### config.mk
export PLATFORM = sky130hd
export DESIGN_NAME = timer_counter_flat
export DESIGN_NICKNAME = d
export VERILOG_FILES = /design/src/rtl/timer_counter_if.sv /design/src/rtl/timer_counter.sv /design/src/flat_wrapper.sv
export SDC_FILE = /design/constraint.sdc
export NUM_CORES = 1
export LEC_CHECK = 0
export ABC_AREA = 1
export CORE_UTILIZATION = 55
export CTS_BUF_LIST = sky130_fd_sc_hd__clkbuf_4
export CTS_CLUSTER_DIAMETER = 100
export DETAILED_ROUTE_END_ITERATION = 12
export HOLD_SLACK_MARGIN = 0.15
export PLACE_DENSITY = 0.95
export SLEW_MARGIN = 20
export SYNTH_ARGS = -nofsm -noshare
export SYNTH_HDL_FRONTEND = slang
export SYNTH_SLANG_ARGS = --single-unit
### constraint.sdc
create_clock -name clk -period 4.65 [get_ports clk]
set_input_delay 0.93 -clock clk [delete_from_list [all_inputs] [get_ports clk]]
set_output_delay 0.93 -clock clk [all_outputs]
set_load 0.03 [all_outputs]
### src/rtl/timer_counter_if.sv
// Bus bundle between the system bridge and one timer_counter instance.
//   addr   byte address from the bridge (only addr[3:2] is decoded by the timer)
//   we     word write strobe
//   wdata  store data
//   rdata  combinational read data for the addressed word
//   irq    interrupt request towards CP0
// master: bridge side. slave: timer side.
interface timer_counter_if;
  logic [31:0] addr;
  logic        we;
  logic [31:0] wdata;
  logic [31:0] rdata;
  logic        irq;

  modport master (output addr, we, wdata, input rdata, irq);
  modport slave  (input addr, we, wdata, output rdata, irq);
endinterface

### src/rtl/timer_counter.sv
// Memory-mapped down-counting timer.
// Word map (addr[3:2]):
//   0 CTRL   R/W  [3] IM irq mask, [2:1] MODE (01 = auto-reload), [0] EN
//   1 PRESET R/W  reload value
//   2 COUNT  RO   current count
//   3 -      reads 0, writes ignored
// Ports:
//   clk    system clock, all state updates on the rising edge
//   reset  synchronous, active-high
//   bus    timer_counter_if slave: addr/we/wdata in, rdata/irq out
// irq = irq_flag & IM. A one-shot expiry leaves irq_flag set until the CPU
// writes CTRL or PRESET; in auto-reload the flag is high for one cycle per period.
module timer_counter (
  input  logic            clk,
  input  logic            reset,
  timer_counter_if.slave  bus
);

  typedef enum logic [1:0] {
    ST_IDLE,
    ST_LOAD,
    ST_CNT,
    ST_INT
  } state_t;

  localparam logic [1:0] OFF_CTRL   = 2'd0;
  localparam logic [1:0] OFF_PRESET = 2'd1;
  localparam logic [1:0] OFF_COUNT  = 2'd2;
  localparam logic [1:0] MODE_AUTO  = 2'b01;

  state_t      state, state_nxt;
  logic [3:0]  ctrl, ctrl_nxt;
  logic [31:0] preset, preset_nxt;
  logic [31:0] count, count_nxt;
  logic        irq_flag, irq_flag_nxt;

  logic [1:0]  offset;
  logic        en;
  logic [1:0]  mode;
  logic        flag_set;
  logic        flag_clr;

  // Address bits outside the word offset are decoded by the bridge.
  logic        unused_addr;
  assign unused_addr = ^{bus.addr[31:4], bus.addr[1:0]};

  assign offset = bus.addr[3:2];
  assign en     = ctrl[0];
  assign mode   = ctrl[2:1];

  // Next-state and register-update logic.
  always_comb begin
    // NOTE: every variable gets a default before any branch, so no path
    // can leave one unassigned and infer a latch.
    state_nxt    = state;
    ctrl_nxt     = ctrl;
    preset_nxt   = preset;
    count_nxt    = count;
    irq_flag_nxt = irq_flag;
    flag_set     = 1'b0;
    flag_clr     = 1'b0;

    unique case (state)
      ST_IDLE: begin
        if (en) state_nxt = ST_LOAD;
      end
      ST_LOAD: begin
        count_nxt = preset;
        state_nxt = ST_CNT;
      end
      ST_CNT: begin
        if (!en) begin
          state_nxt = ST_IDLE;
        end else if (count > 32'd1) begin
          count_nxt = count - 32'd1;
        end else begin
          // COUNT of 1 or 0 expires; PRESET=0 lands here after one CNT cycle.
          count_nxt = 32'd0;
          flag_set  = 1'b1;
          state_nxt = ST_INT;
        end
      end
      ST_INT: begin
        if (mode == MODE_AUTO) begin
          flag_clr  = 1'b1;
          state_nxt = ST_LOAD;
        end else begin
          ctrl_nxt[0] = 1'b0;
          state_nxt   = ST_IDLE;
        end
      end
      default: state_nxt = ST_IDLE;
    endcase

    // CPU writes are applied after the FSM so a CTRL store overrides the
    // FSM clearing EN in the same cycle.
    if (bus.we) begin
      unique case (offset)
        OFF_CTRL: begin
          ctrl_nxt = bus.wdata[3:0];
          flag_clr = 1'b1;
        end
        OFF_PRESET: begin
          preset_nxt = bus.wdata;
          flag_clr   = 1'b1;
        end
        default: ;
      endcase
    end

    // Setting beats clearing when both happen on the same edge.
    if (flag_set)      irq_flag_nxt = 1'b1;
    else if (flag_clr) irq_flag_nxt = 1'b0;
  end

  always_ff @(posedge clk) begin
    // NOTE: non-blocking assignments so every register updates from
    // pre-edge values regardless of statement order.
    if (reset) begin
      state    <= ST_IDLE;
      ctrl     <= 4'd0;
      preset   <= 32'd0;
      count    <= 32'd0;
      irq_flag <= 1'b0;
    end else begin
      state    <= state_nxt;
      ctrl     <= ctrl_nxt;
      preset   <= preset_nxt;
      count    <= count_nxt;
      irq_flag <= irq_flag_nxt;
    end
  end

  // Read data reflects the registers as they stand; a write in the same
  // cycle becomes visible only after the edge.
  always_comb begin
    unique case (offset)
      OFF_CTRL:   bus.rdata = {28'd0, ctrl};
      OFF_PRESET: bus.rdata = preset;
      OFF_COUNT:  bus.rdata = count;
      default:    bus.rdata = 32'd0;
    endcase
  end

  assign bus.irq = irq_flag & ctrl[3];

endmodule
### src/flat_wrapper.sv
// flat-port wrapper written by rule: the top's interface ports become plain ports
module timer_counter_flat 
  (clk, reset, bus_addr, bus_we, bus_wdata, bus_rdata, bus_irq);
  timer_counter_if bus_i ();
  input  logic clk;
  input  logic reset;
  input wire logic [$bits(bus_i.addr)-1:0] bus_addr;
  input wire logic [$bits(bus_i.we)-1:0] bus_we;
  input wire logic [$bits(bus_i.wdata)-1:0] bus_wdata;
  output wire logic [$bits(bus_i.rdata)-1:0] bus_rdata;
  output wire logic [$bits(bus_i.irq)-1:0] bus_irq;
  assign bus_i.addr = bus_addr;
  assign bus_i.we = bus_we;
  assign bus_i.wdata = bus_wdata;
  assign bus_rdata = bus_i.rdata;
  assign bus_irq = bus_i.irq;
  timer_counter u_core (.clk(clk), .reset(reset), .bus(bus_i));
endmodule
==> out/qor.yml, run 1 <==
track_usage_pct: 29.0
hold_class: "flip-flop to flip-flop"
grt_overflow: 0
syn-cell-area_sq_um: 4340
maxSlewViolCount: 0
portBuffers: 69
combPwrFrac_pct: 45.1
crit_type: "input port to output pin"
synthDominantCellAreaShare_pct: 32.8
yosysUniqueCellTypes: 28
synth_top_area_cell: "dfxtp_1"
irDropWorstVdd_v: 0.000152
post-place-ws_ns: 0.750
area_growth_pct: 19.0
die_area_sq_um: 8250
final_hold_viol_count: 0
multi_input_comb_area_sq_um: 2440
io_pins: 100
grt_pass1_vias: 4207
synth_nets: 696
cp.arrival_ns: 3.02
post_cts_resize_count: 0
worstMarginPinSlew_ns: 0.954
die_h_microns: 90.8
final_util_pct: 67.2
dr_total_vias: 4392
holdWs_ns: 0.472
p_per_area_nw_per_um2: 368
clock_skew_ns: 0.0148
relSlewSlack_pct: 36.2
reg2reg_to: "u_core.count[2]"
rsz0062_at_grt: "no"
antenna_found_initial: 0
first_pass_iters: 6
endpoint_kind: "output pin"
clock_path_buffers: 2
ctsHtreeMaxLevel: 3
hp-start: "u_core.preset[30]"
hpwl_mm: 8.23
most-common-layout-cells: "104 x o21ai_0, 87 x nand2_1, 84 x inv_1, 71 x dfxtp_1"
wirelength_mm: 11.5
drive_above_1_share_pct: 11.9
p_leak_nw: 2.14
fin_crit_sh_pct: 84.9
dpl-instance-area_sq_um: 5050
cap_violations: 0
clockPowerShare_pct: 17.5
cts_tree: "done"
core_area_sq_um: 7690
synth-warning-count: 0
post-route-cell-area_sq_um: 5160
reg2reg_from: "u_core.state[1]"
required_ns: 3.72
wl_per_cell_microns: 14.6
critPathLaunchType: "input port"
fillers: 660
clk_pin_slew_ns: 0.10
post_cts_buffers: 0
clock_latency_ns: 0.44
fin_crit_ns: 3.95
setup_tns_ns: 0
cp_max_fo: 16
cts_buffers: 9
post-route-drc-count: 0
synth.avg_cell_area_sq_um: 6.92
diodes: 0
reg2regPathDepth: 5
clock-sinks: 71
r2r_slack_ns: 2.16
final_common_cell: "o21ai_0"
num_rows: 32
status: "finished, final reports clean"
fmax_ghz: 0.253
start_util_pct: 56.4
die_w_microns: 90.8
swShare_pct: 45.3
gp_congestion: 0.951
grt_max_degree: 62
ctsRootBufferMaster: "clkbuf_4"
nets: 752
cell_internal_pwr_mw: 1.04
dr.first_iter.drc_count: 412
seq_area_sq_um: 1420
holdPathStages: 2
synth.area.top_cells: "dfxtp_1 33%, o21ai_0 12%, nand2_1 7.6%, inv_1 7.4%, nand2_4 6.2%"
grt_pass1_wl_mm: 19.3
timing.final.ws_setup_ns: 0.701
syn_inst: 627
p_switching_mw: 0.859
hold_buffers: 0
whs_endpoint: "u_core.preset[30]"
setup_viol: 0
ys_ff_latch: 71
pwr-share-seq_pct: 37.3
ant_nets: 0
ys_seq_area_share_pct: 32.8
via_per_inst: 5.56
power groups by stage:
stage,logic [mW],registers (mW),clock network (mW)
after floorplan,0.653,0.705,0
after global placement,0.814,0.715,0
after detailed placement,0.840,0.719,0
after CTS,0.845,0.706,0.333
after global routing,0.940,0.714,0.364
final,0.857,0.708,0.333
layout make-up:
type | instances | share of cell area (%)
clock inverters | 7 | 0.776
flip-flops and latches | 71 | 27.5
well taps | 102 | 2.47
multi-input cells | 440 | 47.3
clock buffers | 9 | 1.31
repair buffers | 75 | 14.3
inverters | 86 | 6.40
worst max-delay path: stages:
cell	delay, ns
clkdlybuf4s50_1	0.49
nor2_2	0.33
inv_1	0.11
buf_4	0.21
o22ai_1	0.22
clkdlybuf4s50_1	0.72
logic make-up (layout without fill, tap and decap cells):
family / Yosys count / count (layout) / synth area share (%)
AO/OA/AOI/OAI: 206 / 206 / 26.7
XOR/XNOR: 16 / 16 / 3.23
adder cells (fa/ha/maj): 2 / 2 / 0.577
buffers and inverters: 116 / 177 / 11.1
flip-flops: 71 / 71 / 32.8
AND/OR/NAND/NOR: 216 / 216 / 25.7
flip-flops by register name (all words and copies together) (netlist names):
signal	flops
u_core.irq_flag	1
u_core.preset	32
u_core.ctrl	4
u_core.state	2
u_core.count	32
Yosys cell counts (all sizes together):
library cell and count:
o22ai 28, nand3 14, nand4 4, dfxtp 71, and2 1, nor2 80, a21oi 66, o211ai 1
xor2 16, nand2 117, ha 2, o21ai 107, inv 86, o221ai 4, clkbuf 22, buf 8
per-layer routing:
metal / track usage (%) / part of all wire [%]
met5: 0 / 0
met4: 12.6 / 2.2
met3: 4.71 / 6.3
met2: 50.6 / 49
met1: 35.0 / 43
how the worst max path moves through the flow:
stage                     slack [ns]             to   startpoint  cells past startpoint
after floorplan                 1.58  bus_rdata[11]  bus_addr[2]                      6
after global placement          0.76  bus_rdata[31]  bus_addr[2]                      7
after detailed placement        0.75  bus_rdata[26]  bus_addr[3]                      6
after CTS                       0.75  bus_rdata[26]  bus_addr[2]                      7
after global routing            0.59  bus_rdata[26]  bus_addr[3]                      6
final                           0.70  bus_rdata[26]  bus_addr[3]                      6
metrics by stage:
step / std cells / power, mW
final: 790 / 1.90
after global routing: 790 / 2.02
after CTS: 790 / 1.88
after detailed placement: 774 / 1.56
after global placement: 774 / 1.53
after floorplan: 627 / 1.36
No activity file was read; power rests on OpenSTA's default activity.
==> run 2: changes to the inputs <==
--- a/config.mk
+++ b/config.mk
@@ -6,12 +6,12 @@
 export NUM_CORES = 1
 export LEC_CHECK = 0
 export ABC_AREA = 1
-export CORE_UTILIZATION = 55
+export CORE_UTILIZATION = 52
 export CTS_BUF_LIST = sky130_fd_sc_hd__clkbuf_4
 export CTS_CLUSTER_DIAMETER = 100
 export DETAILED_ROUTE_END_ITERATION = 12
 export HOLD_SLACK_MARGIN = 0.15
-export PLACE_DENSITY = 0.95
+export PLACE_DENSITY = 0.93
 export SLEW_MARGIN = 20
 export SYNTH_ARGS = -nofsm -noshare
 export SYNTH_HDL_FRONTEND = slang
==> constraint.sdc (replaced) <==
create_clock -name clk -period 3.7 [get_ports clk]
set_input_delay 0.74 -clock clk [delete_from_list [all_inputs] [get_ports clk]]
set_output_delay 0.74 -clock clk [all_outputs]
set_load 0.03 [all_outputs]
==> out/qor.yml, run 2 (synthesis gave the netlist of run 1 again) <==
grt_pass1_wl_mm: 19.8  # was 19.3 mm
crit_type: "input port to output pin"  # unchanged
first_pass_iters: 5  # was 6
final_cells: 790  # unchanged
clock-sinks: 71  # unchanged
status: "finished, final reports clean"  # unchanged
endpoint_kind: "output pin"  # unchanged
setup_tns_ns: 0  # unchanged
post_cts_buffers: 0  # unchanged
fillers: 695  # was 660
worstMarginPinSlew_ns: 0.934  # was 0.954 ns
fmax_ghz: 0.323
die_h_microns: 93.4  # was 90.8 microns
grt_use_met2_pct: 49.4  # was 50.6%
combPwrFrac_pct: 43.5  # was 45.1%
dr_total_vias: 4360  # was 4392
final_hold_viol_count: 0  # unchanged
maxSlewViolCount: 0  # unchanged
met3_usage_pct: 4.23  # was 4.71%
hold_buffers: 0  # unchanged
dr.first_iter.drc_count: 268  # was 412
core_area_sq_um: 7890  # was 7690 sq um
required_ns: 2.96  # was 3.72 ns
cts_buffers: 9  # unchanged
clk_pin_slew_ns: 0.11  # was 0.10 ns
clock_skew_ns: 0.0172  # was 0.0148 ns
drive_above_1_share_pct: 16.6  # was 11.9%
nets: 752  # unchanged
setup_viol: 0  # unchanged
grt_overflow: 0  # unchanged
rsz0062_at_grt: "no"  # unchanged
io_pins: 100  # unchanged
area_growth_pct: 17.8  # was 19.0%
cts_tree: "done"  # unchanged
hpwl_mm: 8.15  # was 8.23 mm
ant_nets: 0  # unchanged
pwr-share-seq_pct: 36.1  # was 37.3%
die_area_sq_um: 8710  # was 8250 sq um
die_w_microns: 93.4  # was 90.8 microns
clock_path_buffers: 2  # unchanged
swShare_pct: 44.0  # was 45.3%
wirelength_mm: 11.7  # was 11.5 mm
start_util_pct: 55.0  # was 56.4%
fin_crit_ns: 3.09
fin_crit_sh_pct: 83.6
clockPowerShare_pct: 20.4  # was 17.5%
clock_latency_ns: 0.42  # was 0.44 ns
top_regs: "u_core.count x32, u_core.preset x32, u_core.ctrl x4"  # unchanged
post-route-cell-area_sq_um: 5110  # was 5160 sq um
p_switching_mw: 1.08  # was 0.859 mW
antenna_found_initial: 0  # unchanged
cap_violations: 0  # unchanged
diodes: 0  # unchanged
irDropWorstVdd_v: 0.000192  # was 0.000152 V
post_cts_resize_count: 0  # unchanged
hold_class: "flip-flop to flip-flop"  # unchanged
cp_max_fo: 16  # unchanged
p_per_area_nw_per_um2: 482  # was 368 nW/um^2
portBuffers: 69  # unchanged
grt_max_degree: 62  # unchanged
post-route-drc-count: 0  # unchanged
ctsHtreeMaxLevel: 3  # unchanged
gr-max-usage-layer: "met2"  # unchanged
dpl-instance-area_sq_um: 4970  # was 5050 sq um
critPathLaunchType: "input port"  # unchanged
cp.arrival_ns: 2.35  # was 3.02 ns
cell_internal_pwr_mw: 1.38  # was 1.04 mW
track_usage_pct: 28.5  # was 29.0%
grt_pass1_vias: 4355  # was 4207
most-common-layout-cells: "104 x o21ai_0, 87 x nand2_1, 85 x inv_1, 71 x dfxtp_1, 69 x nor2_1"  # was 104 x o21ai_0, 87 x nand2_1, 84 x inv_1, 71 x dfxtp_1
p_leak_nw: 2.23  # was 2.14 nW
wl_per_cell_microns: 14.8  # was 14.6 microns
grtUsageMet1_pct: 35.3  # was 35.0%
final_common_cell: "o21ai_0"  # unchanged
multi_input_comb_area_sq_um: 2440  # unchanged
via_per_inst: 5.52  # was 5.56
seq_area_sq_um: 1420  # unchanged
dp.cells: 774  # unchanged
relSlewSlack_pct: 37.5  # was 36.2%
gp_congestion: 0.916  # was 0.951
num_rows: 32  # unchanged
ctsRootBufferMaster: "clkbuf_4"  # unchanged
[run 2: cell count changes in the layout (fill, tap and decap cells not counted)]
cell / previous run / this run
clkinv_4: 0 / 1
clkinv_2: 2 / 0
buf_4: 6 / 38
clkdlybuf4s50_1: 69 / 37
clkinv_1: 3 / 2
inv_1: 84 / 85
clkbuf_4: 9 / 10
clkinvlp_4: 3 / 2
bufinv_16: 0 / 1
[run 2: critical path: stages]
cell	delay (ns)
clkdlybuf4s50_1	0.49
inv_1	0.07
nor2_2	0.31
inv_1	0.10
buf_4	0.22
o22ai_1	0.21
buf_4	0.21
[run 2: worst paths after layout]
kind                startpoint                end  slack, ns  cells past startpoint
max reg2reg    u_core.state[1]   u_core.count[17]       1.68                      8
min          u_core.preset[29]  u_core.preset[29]       0.48                      2
min reg2reg  u_core.preset[29]  u_core.preset[29]       0.48                      2
max                bus_addr[2]      bus_rdata[31]       0.61                      7
[run 2: routing by layer]
metal  routed length [microns]  part of all wire [%]  vias to the layer above
li1                          -                     -                     2171
met1                      5070                    43                     2000
met2                      5680                    49                      162
met3                       666                   5.7                       27
met4                       262                   2.2                        0
met5                         0                     0                        -
[run 2: power by group through the flow]
stage / clock network, mW / logic [mW] / registers [mW]
final: 0.502 / 1.07 / 0.889
after global routing: 0.534 / 1.19 / 0.897
after CTS: 0.501 / 1.06 / 0.886
after detailed placement: 0 / 1.05 / 0.902
after global placement: 0 / 1.02 / 0.898
after floorplan: 0 / 0.821 / 0.886
[run 2: per-stage QoR]
stage | setup slack (ns) | util, % | hold WS (ns) | total power [mW]
after floorplan | 1.01 | - | 0.441 | 1.71
after global placement | 0.663 | 63.1 | 0.452 | 1.92
after detailed placement | 0.621 | 63.1 | 0.459 | 1.95
after CTS | 0.611 | 64.8 | 0.475 | 2.45
after global routing | 0.457 | 64.8 | 0.515 | 2.62
final | 0.608 | 64.8 | 0.477 | 2.46
[run 2: layout make-up]
cell class / count / area share, %
clock buffer: 10 / 1.47
timing repair buffer: 75 / 12.8
tap: 102 / 2.50
clock inverter: 6 / 1.20
sequential: 71 / 27.8
inverter: 86 / 6.46
multi-input combinational: 440 / 47.7
==> run 3: changes to the inputs <==
==> constraint.sdc (replaced) <==
create_clock -name clk -period 3.2 [get_ports clk]
set_input_delay 0.64 -clock clk [delete_from_list [all_inputs] [get_ports clk]]
set_output_delay 0.64 -clock clk [all_outputs]
set_load 0.03 [all_outputs]
==> out/qor.yml, run 3 (synthesis gave the netlist of run 1 again) <==
core_area_sq_um: 7890  # unchanged
clock_skew_ns: 0.0168  # was 0.0172 ns
cpMaxStageDelayCell: "clkdlybuf4s50_1"  # unchanged
crit_type: "input port to output pin"  # unchanged
first_pass_iters: 6  # was 5
crit_path_frequent_cell: "buf_4"
hold_buffers: 0  # unchanged
relSlewSlack_pct: 65.0  # was 37.5%
setup_tns_ns: 0  # unchanged
cp_max_fo: 13  # was 16
irDropWorstVdd_v: 0.000238  # was 0.000192 V
die_area_sq_um: 8710  # unchanged
track_usage_pct: 28.7  # was 28.5%
dr.first_iter.drc_count: 381  # was 268
die_h_microns: 93.4  # unchanged
cpPeakStageDelay_ns: 0.55  # was 0.49 ns
die_w_microns: 93.4  # unchanged
clock_path_buffers: 2  # unchanged
grt_pass1_vias: 4184  # was 4355
setup_viol: 0  # unchanged
hold_class: "flip-flop to flip-flop"  # unchanged
required_ns: 2.56  # was 2.96 ns
hpwl_mm: 8.52  # was 8.15 mm
cts_tree: "done"  # unchanged
cts_buffers: 9  # unchanged
power_mw: 2.94  # was 2.46 mW
p_leak_nw: 2.26  # was 2.23 nW
num_rows: 32  # unchanged
fin_crit_sh_pct: 90.2
io_pins: 100  # unchanged
status: "finished, final reports clean"  # unchanged
final_common_cell: "o21ai_0"  # unchanged
portBuffers: 69  # unchanged
fmax_ghz: 0.346
most-common-layout-cells: "104 x o21ai_0, 87 x nand2_1, 85 x inv_1, 71 x dfxtp_1, 69 x nor2_1"  # unchanged
cp.arrival_ns: 2.25  # was 2.35 ns
ant_nets: 0  # unchanged
worstMarginPinSlew_ns: 0.523  # was 0.934 ns
fin_crit_ns: 2.89
rsz0062_at_grt: "no"  # unchanged
clk_pin_slew_ns: 0.10  # was 0.11 ns
post_cts_buffers: 0  # unchanged
clock_latency_ns: 0.44  # was 0.42 ns
via_per_inst: 5.67  # was 5.52
nets: 756  # was 752
r2r_slack_ns: 1.27  # was 1.68 ns
area_growth_pct: 19.5  # was 17.8%
critPathLaunchType: "input port"  # unchanged
post_cts_resize_count: 0  # unchanged
p_per_area_nw_per_um2: 567  # was 482 nW/um^2
start_util_pct: 55.0  # unchanged
grt_overflow: 0  # unchanged
maxSlewViolCount: 0  # unchanged
dp.cells: 778  # was 774
dr_total_vias: 4505  # was 4360
diodes: 0  # unchanged
top_regs: "u_core.count x32, u_core.preset x32, u_core.ctrl x4"  # unchanged
timing.final.ws_setup_ns: 0.314  # was 0.608 ns
wirelength_mm: 12.1  # was 11.7 mm
drive_above_1_share_pct: 17.1  # was 16.6%
clock-sinks: 71  # unchanged
ctsHtreeMaxLevel: 3  # unchanged
post-route-drc-count: 0  # unchanged
ctsRootBufferMaster: "clkbuf_4"  # unchanged
fillers: 659  # was 695
worstPathCellList: "clkdlybuf4s50_1 > nand2_1 > buf_4 > o221ai_1 > buf_4"  # was clkdlybuf4s50_1 > inv_1 > nor2_2 > inv_1 > buf_4 > o22ai_1 > buf_4
gp_congestion: 0.923  # was 0.916
cap_violations: 0  # unchanged
grt_pass1_wl_mm: 19.7  # was 19.8 mm
final_cells: 794  # was 790
wl_per_cell_microns: 15.3  # was 14.8 microns
antenna_found_initial: 0  # unchanged
post-place-ws_ns: 0.327  # was 0.621 ns
final_hold_viol_count: 0  # unchanged
grt_max_degree: 62  # unchanged
endpoint_kind: "output pin"  # unchanged
## run 3: cell types whose count changed in the layout (fill, tap and decap cells not counted), sizes merged
cell    before  now
bufinv       1    2
clkbuf      10    9
buf         38   42
## run 3: per-stage QoR
step,utilization [%],instance area (sq um),hold slack (ns)
3_5_place_dp,63.8,5030,0.457
6_report,65.7,5180,0.474
5_1_grt,65.7,5180,0.503
4_1_cts,65.7,5180,0.478
3_3_place_gp,63.8,5030,0.453
2_1_floorplan,-,4340,0.441
## run 3: area by class of cell
type                            instances  area (sq um)  share of cell area (%)
Tap cell                              102           128                    2.46
Multi-Input combinational cell        440          2440                    47.1
Inverter                               86           330                    6.37
Clock inverter                          7          87.6                    1.69
Sequential cell                        71          1420                    27.4
Clock buffer                            9          67.6                    1.30
Timing Repair Buffer                   79           711                    13.7
## run 3: power by group
part,total [mW],switching (mW),leakage [nW],internal [mW]
clock,0.651,0.341,0.0770,0.310
combinational,1.26,0.857,1.61,0.403
sequential,1.03,0.0743,0.580,0.956
## run 3: critical path: cells and delay by family
| family | cells | cell delay (ns) |
|---|---|---|
| AO/OA/AOI/OAI | 1 | 0.18 |
| AND/OR/NAND/NOR | 1 | 0.35 |
| buffers and inverters | 3 | 1.07 |
## run 3: worst paths after layout
kind                      from           endpoint  depth (start not counted)
max                bus_addr[3]       bus_rdata[3]                          5
min          u_core.preset[27]  u_core.preset[27]                          2
max reg2reg    u_core.count[0]   u_core.count[29]                         11
min reg2reg  u_core.preset[27]  u_core.preset[27]                          2
## run 3: routing by layer
| metal | wire length [microns] | part of all wire [%] | global-route usage [%] | vias to the layer above |
|---|---|---|---|---|
| met5 | 0 | 0 | 0 | - |
| met4 | 315 | 2.6 | 11.9 | 0 |
| met3 | 857 | 7.1 | 3.33 | 30 |
| met2 | 5970 | 49 | 47.8 | 229 |
| met1 | 4980 | 41 | 37.5 | 2068 |
| li1 | - | - | - | 2178 |
